$ cat config.mk
export PLATFORM = sky130hd
export DESIGN_NAME = strobe_sequencer
export DESIGN_NICKNAME = d
export VERILOG_FILES = /design/src/rtl/strobe_sequencer.sv
export SDC_FILE = /design/constraint.sdc
export NUM_CORES = 1
export LEC_CHECK = 0
export ABC_CLOCK_PERIOD_IN_PS = 6400
export BUFFER_PORTS_ARGS = -buffer_cell sky130_fd_sc_hd__buf_2
export CAP_MARGIN = 0
export CORE_ASPECT_RATIO = 1.4
export CORE_MARGIN = 5
export CORE_UTILIZATION = 45
export DETAILED_ROUTE_END_ITERATION = 8
export PLACE_DENSITY = 0.66
export SETUP_SLACK_MARGIN = 0.02
export SLEW_MARGIN = 20
export SYNTH_ARGS = -nofsm -noshare
export SYNTH_HDL_FRONTEND = slang
export SYNTH_SLANG_ARGS = --single-unit
export TNS_END_PERCENT = 30
$ cat constraint.sdc
create_clock -name clk -period 6.4 [get_ports clk]
set_input_delay 1.28 -clock clk [delete_from_list [all_inputs] [get_ports clk]]
set_output_delay 1.28 -clock clk [all_outputs]
set_load 0.005 [all_outputs]
$ cat src/rtl/strobe_sequencer.sv
// strobe_sequencer
// Programmable trigger-to-strobe controller for the pixel front-end readout.
// An accepted trigger starts a sequence: wait (cfg_delay+1) cycles, then drive
// a strobe of D cycles, optionally repeated after G low cycles, for N strobes.
//
// Ports:
//   clk            system clock, rising edge
//   rst            asynchronous active-high reset
//   trigger        trigger request (level, one trigger per cycle high)
//   abort          synchronous abort of a running sequence
//   cfg_delay      cycles from accept to strobe rise, minus one
//   cfg_duration   strobe high time (0 treated as 1)
//   cfg_gap        low time between strobes (0 treated as 1)
//   cfg_nstrobes   strobes per trigger (0 treated as 1)
//   strobe         registered strobe output
//   busy           high whenever the sequencer is not idle
//   strobe_id      increments on every strobe rise, wraps
//   trig_accepted  one-cycle pulse on an accepted trigger
//   trig_rejected  one-cycle pulse on a trigger seen while busy
//   rej_count      saturating count of rejected triggers
module strobe_sequencer #(
    parameter int CNT_WIDTH  = 16,
    parameter int NSTR_WIDTH = 4,
    parameter int ID_WIDTH   = 8
) (
    input  logic                  clk,
    input  logic                  rst,
    input  logic                  trigger,
    input  logic                  abort,
    input  logic [CNT_WIDTH-1:0]  cfg_delay,
    input  logic [CNT_WIDTH-1:0]  cfg_duration,
    input  logic [CNT_WIDTH-1:0]  cfg_gap,
    input  logic [NSTR_WIDTH-1:0] cfg_nstrobes,
    output logic                  strobe,
    output logic                  busy,
    output logic [ID_WIDTH-1:0]   strobe_id,
    output logic                  trig_accepted,
    output logic                  trig_rejected,
    output logic [CNT_WIDTH-1:0]  rej_count
);

    typedef enum logic [1:0] {
        IDLE   = 2'd0,
        DELAY  = 2'd1,
        STROBE = 2'd2,
        GAP    = 2'd3
    } state_t;

    state_t                state_r;
    logic [CNT_WIDTH-1:0]  cnt_r;
    logic [CNT_WIDTH-1:0]  dur_sh_r;
    logic [CNT_WIDTH-1:0]  gap_sh_r;
    logic [NSTR_WIDTH-1:0] nstr_rem_r;

    logic [CNT_WIDTH-1:0]  dur_eff_s;
    logic [CNT_WIDTH-1:0]  gap_eff_s;
    logic [NSTR_WIDTH-1:0] nstr_eff_s;

    // Zero-valued configuration fields are clamped to one before latching.
    assign dur_eff_s  = (cfg_duration == '0) ? CNT_WIDTH'(1)  : cfg_duration;
    assign gap_eff_s  = (cfg_gap == '0)      ? CNT_WIDTH'(1)  : cfg_gap;
    assign nstr_eff_s = (cfg_nstrobes == '0) ? NSTR_WIDTH'(1) : cfg_nstrobes;

    // Sequencer FSM with all outputs registered.
    // The phase counter is loaded with (length-1) and a phase ends on the
    // cycle it reads zero, so a phase of length L lasts exactly L cycles.
    // The delay phase is loaded with cfg_delay itself (not minus one), which
    // yields cfg_delay+1 cycles and never underflows at the maximum value.
    always_ff @(posedge clk or posedge rst) begin
        if (rst) begin
            state_r       <= IDLE;
            cnt_r         <= '0;
            dur_sh_r      <= '0;
            gap_sh_r      <= '0;
            nstr_rem_r    <= '0;
            strobe        <= 1'b0;
            busy          <= 1'b0;
            strobe_id     <= '0;
            trig_accepted <= 1'b0;
            trig_rejected <= 1'b0;
            rej_count     <= '0;
        end else begin
            trig_accepted <= 1'b0;
            trig_rejected <= 1'b0;

            // Rejection is judged on the registered state, so a trigger in
            // the final strobe cycle or together with abort is rejected.
            if (trigger && (state_r != IDLE)) begin
                trig_rejected <= 1'b1;
                if (rej_count != '1) begin
                    rej_count <= rej_count + CNT_WIDTH'(1);
                end
            end

            if (abort && (state_r != IDLE)) begin
                state_r <= IDLE;
                strobe  <= 1'b0;
                busy    <= 1'b0;
            end else begin
                case (state_r)
                    IDLE: begin
                        if (trigger) begin
                            dur_sh_r      <= dur_eff_s;
                            gap_sh_r      <= gap_eff_s;
                            nstr_rem_r    <= nstr_eff_s;
                            cnt_r         <= cfg_delay;
                            busy          <= 1'b1;
                            trig_accepted <= 1'b1;
                            state_r       <= DELAY;
                        end
                    end
                    DELAY: begin
                        if (cnt_r == '0) begin
                            state_r   <= STROBE;
                            strobe    <= 1'b1;
                            cnt_r     <= dur_sh_r - CNT_WIDTH'(1);
                            strobe_id <= strobe_id + ID_WIDTH'(1);
                        end else begin
                            cnt_r <= cnt_r - CNT_WIDTH'(1);
                        end
                    end
                    STROBE: begin
                        if (cnt_r == '0) begin
                            strobe     <= 1'b0;
                            nstr_rem_r <= nstr_rem_r - NSTR_WIDTH'(1);
                            if (nstr_rem_r > NSTR_WIDTH'(1)) begin
                                state_r <= GAP;
                                cnt_r   <= gap_sh_r - CNT_WIDTH'(1);
                            end else begin
                                state_r <= IDLE;
                                busy    <= 1'b0;
                            end
                        end else begin
                            cnt_r <= cnt_r - CNT_WIDTH'(1);
                        end
                    end
                    GAP: begin
                        if (cnt_r == '0) begin
                            state_r   <= STROBE;
                            strobe    <= 1'b1;
                            cnt_r     <= dur_sh_r - CNT_WIDTH'(1);
                            strobe_id <= strobe_id + ID_WIDTH'(1);
                        end else begin
                            cnt_r <= cnt_r - CNT_WIDTH'(1);
                        end
                    end
                    default: begin
                        state_r <= IDLE;
                        strobe  <= 1'b0;
                        busy    <= 1'b0;
                    end
                endcase
            end
        end
    end

endmodule
* After elaboration in Yosys (flattened, before gate mapping) *
Index checks and enable logic that the tools add are counted.

storage, ports and cells
  logic and storage cells = 80
  register bits = 82
  output and inout port bits = 28
  input port bits = 56

cells by class
  reductions and logical operators = 20
  bitwise gates (word level) = 1
  eq/ne operators = 11
  muxes and demuxes = 30
  $add $sub $neg = 6
  $lt $le $gt $ge = 1

operators with widths
  cell                                                                             count
  16-bit 2-to-1 mux                                                                6
  16-bit logical NOT                                                               3
  16-bit one-hot mux with 3 select lines                                           1
  16-bit by 1-bit subtractor with 16-bit output, second input constant             3
  16-bit by 1-bit adder with 16-bit output, second input constant                  1
  16-bit inequality test, second input constant                                    1
  3-bit AND reduction                                                              5
  4-bit 2-to-1 mux                                                                 3
  3-bit inequality test, second input constant                                     4
  1-bit 2-to-1 mux                                                                 11
  2-bit 2-to-1 mux                                                                 5
  8-bit by 1-bit adder with 8-bit output, second input constant                    1
  4-bit one-hot mux with 2 select lines                                            1
  4-bit AND reduction                                                              2
  2-bit one-hot mux with 3 select lines                                            1
  3-bit nonzero test                                                               2
  2-bit == test, second input constant                                             2
  4-bit by 1-bit greater-than comparator with 1-bit output, second input constant  1
  4-bit logical NOT                                                                1
  2-bit inequality test, second input constant                                     2
  1-bit one-hot mux with 2 select lines                                            2
  2-bit nonzero test                                                               2
  4-bit by 1-bit subtractor with 4-bit output, second input constant               1
  3-bit by 1-bit inequality test with 1-bit output, second input constant          1
  other kinds (6)                                                                  7

* Longest topological paths before layout *
  depth in word-level cells = 5
  gate-level depth with buffers = 11

* Worst setup path after synthesis *
OpenSTA, ideal clock, no wires.

  path kind = flip-flop to flip-flop
  start = register cnt_r[0]
  end = register cnt_r[13]
  cell stages (with the launch flop) = 12
  required time = 6.273 ns
  buffers on the path = 4
  path slack = 3.930 ns
  arrival time = 2.344 ns
  path through = dfrtp_1 -> inv_1 -> ha_1 -> clkbuf_2 -> or4b_4 -> nor4_2 -> buf_4 -> o2111ai_2 -> buf_2 -> buf_6 -> a22oi_1 -> o21ai_1

on the way
  cells in the longest elaborated chain, start to end = 3
  elaborated cells on any way between the ends = 7
  classes of those cells = add/sub (1); eq/ne (1); mux (3); reduce/logical (2)

ends and longest elaborated chain
  item                                                                                        line      source
  start, declared                                                                             50        logic [CNT_WIDTH-1:0] cnt_r;
  start signal, assigned                                                                      106       cnt_r <= cfg_delay;
  start signal, assigned                                                                      116       cnt_r <= dur_sh_r - CNT_WIDTH'(1);
  start signal, assigned                                                                      119       cnt_r <= cnt_r - CNT_WIDTH'(1);
  16-bit by 1-bit subtractor with 16-bit output / 16-bit logical NOT (equally long branches)  -
  16-bit 2-to-1 mux, or another cell as far along                                             113, 138
  16-bit one-hot mux with 3 select lines / 3-bit AND reduction (equally long branches)        -

Parallel ways exist; a longest one is shown, timed or not.
A chain may end at the register's enable or synchronous reset.

* Worst setup path after layout *
  start = register cnt_r[0]
  end = register cnt_r[15]

Same word-level chain as after synthesis.

==> summary.md <==
| Metric | Value |
|---|---|
| Max incr delay on CP | 800 ps |
| CTS buffer count | 9 |
| Critical Path Start Type | flip-flop |
| H-tree depth | 3 |
| Reg2reg setup slack | 2870 ps |
| Number of synthesized flops with an enable pin | 0 |
| Slew Viols, Final | 0 |
| Number of global-route vias before repair | 4167 |
| Leakage power | 2.382 nW |
| Vias per Instance | 5.757 |
| CTS root buf | clkbuf_16 |
| # IOs | 84 |
| # Post-CTS Setup Buffers | 0 |
| WL final | 12300 um |
| ANT nets after route | 0 |
| Commonest cells post-synth | 82 x dfrtp_1, 36 x nand2_1, 32 x xnor2_1 |
| WL/cell | 17.44 um |
| Total power | 1.780 mW |
| Seq/Total Area, Yosys | 0.4291 |
| First-pass GRT wire length | 20820 um |
| CP Data Arrival Time | 3740 ps |
| Crit share post-route | 0.5511 |
| Die area | 0.01282 mm^2 |
| Max Clock Skew | 7.332 ps |
| Syn. warnings | 0 |
| Multiplexer share of the synthesized area | 0.07274 |
| Syn Area/Cell | 9.840 um^2 |
| Worst-Skew Late Latency | 340 ps |
| Worst R2R End | cnt_r[15] |
| Crit Path Class | flip-flop to flip-flop |
| Post-synthesis adder-cell area fraction | 0.01832 |
| PwrDens | 320.3 mW/mm^2 |
| Fillers | 976 |
| CP endpoint | cnt_r[15] |
| Ant. Diodes | 0 |
| Clock net sink count | 82 |
| Required @ worst endpoint | 6610 ps |
| Final instance area | 0.005557 mm^2 |
| Worst-Margin Slew | 1037 ps |
| Peak fanout along the critical path | 21 |
| Gr usage total | 0.1983 |
| Number of DRC markers in iteration 0 | 227 |
| Synthesized netlist cell count | 486 |
| CP endpoint kind | flip-flop |
| DRC viols | 0 |
| Final layout net count | 625 |
| F_max | 283.5 MHz |
| Clock Path Buffers | 2 |
| Yosys top cell by area | dfrtp_1 |
| Non-Filler Instances | 705 |
| Final setup viols | 0 |
| R2R cell count | 8 |
| Placer Congestion | 0.8763 |
| Die height | 132.0 um |
| Area Growth Syn to Fin | 16.20% |
| Critical path launch point | cnt_r[0] |
| Hold WC Path Type | flip-flop to flip-flop |
| Status | finished clean |
| DIE WIDTH | 97.13 um |
| Num rows | 44 |
| Hpwl dp | 9185 um |
| Rel. slew slack | 0.3043 |
| Worst r2r src | cnt_r[0] |
| Setup WS post-layout | 2873 ps |
| Top cell type's share of synthesized area | 0.4291 |
| Core Area | 0.01041 mm^2 |
| Cell Area, Synth | 0.004782 mm^2 |
| Cell Area, Placed | 0.005284 mm^2 |
| Number of hold buffers added after CTS | 0 |
| Dpl cells | 689 |
| Most common cell in the synthesized netlist | dfrtp_1 |
| Total of max-cap violations | 0 |
| Synth Net Count | 549 |
| DR vias | 4059 |
| Gr ovfl total | 0 |
| Final hold viol count | 0 |
| Unrepaired setup endpoints after global routing | no |
| Worst-path clk slew | 60 ps |
| Peak VDD IR | 0.1549 mV |
| Port Buf Inserts | 83 |
| Critical-path top delay cell | nor4_2 |
| FF+latch count, synth | 82 |
| Simple-Gate Fraction of Synth Area | 0.2017 |
| Async SR Flop Fraction | 1.000 |
| Synth top area cells | dfrtp_1 43%, mux2_2 6.8%, xnor2_1 5.9% |
| Antenna violations before repair | 0 |
| Final min period | 3527 ps |
| Post-synthesis compound-gate area fraction | 0.1408 |
| CTS tree | done |
| Final hold slack | 461.2 ps |
| Synth Area in XOR/XNOR | 0.1026 |
| DRT Pass-1 Iters | 5 |
| Setup WS pre-CTS | 2938 ps |
| Largest net degree at the start of global routing | 83 |
| Layout Utilization | 0.5340 |
| Unique masters post-synth | 68 |
| Largest family of logic cells by synthesized area | simple AND/OR/NAND/NOR gates |
| Crit path cell chain | inv_1 > ha_1 > or4b_4 > nor4_2 > o2111ai_2 > and3_1 > a21oi_1 > o21ai_0 |
| Post-route setup TNS | 0 ps |
| Starting density of the core | 0.4596 |
| Synth Flop Type | dfrtp_1 |
| Cts repair resizes | 0 |
| Layout cell share with drive strength beyond 1 | 0.2522 |
## critical path, delay by kind of cell, from the launching register on
kind / cells / cell delay [ps]
flops: 1 / 390
compound gates: 3 / 780
fa+ha+maj: 1 / 350
simple gates: 3 / 1770
buf+inv: 1 / 110
## cells by family after synthesis
logic type	Yosys count
flops	82
compound gates	103
fa+ha+maj	7
mux	31
simple gates	170
buf+inv	37
xor+xnor	56
## flip-flops by register name, summed over array words and instances (netlist names), 2 cells and up
register    flops
cnt_r          16
dur_sh_r       16
gap_sh_r       16
rej_count      16
strobe_id       8
nstr_rem_r      4
state_r         2
## power breakdown
| group | total [mW] | switching (mW) | leakage, nW | internal [mW] |
|---|---|---|---|---|
| combinational | 0.488 | 0.254 | 1.24 | 0.234 |
| clock | 0.477 | 0.213 | 0.133 | 0.264 |
| sequential | 0.815 | 0.172 | 1.01 | 0.643 |
## worst min path at each step
stage                     slack (ps)    startpoint      endpoint  cells past startpoint
after floorplan                  460  strobe_id[7]  strobe_id[7]                      1
after global placement           460  strobe_id[7]  strobe_id[7]                      1
after detailed placement         460  strobe_id[7]  strobe_id[7]                      1
after CTS                        470  strobe_id[7]  strobe_id[7]                      1
after global routing             490  strobe_id[7]  strobe_id[7]                      1
final                            460  strobe_id[7]  strobe_id[7]                      1
## per-layer routing
layer  routed length [um]  global-route usage
met5                    0                   0
met4                  349             0.07494
met3                  604             0.04764
met2                 6062              0.3314
met1                 5280              0.2481
## layout by cell type, fill, tap and decap left out, drive strengths merged, types with 5 or more instances in the layout
master / n
nor3b: 6
or4: 6
clkinv: 6
xnor2: 32
nor3: 14
clkbuf: 10
dfrtp: 82
a21oi: 28
buf: 85
nor2: 33
nand3: 18
ha: 7
nand4: 15
and3: 5
mux2: 30
inv: 16
o21ai: 26
nor4: 14
a22oi: 5
nand2: 36
xor2: 24
## layout make-up
type                    count  area (um^2)  share of cell area
multi-input cells         367         2564              0.4614
flip-flops and latches     82         2052              0.3693
repair buffers             85        434.2             0.07814
clock buffers              10        229.0             0.04121
well taps                 138        172.7             0.03107
inverters                  17        65.06             0.01171
clock inverters             6        40.04            0.007206
(Power assumes the default switching activity.)
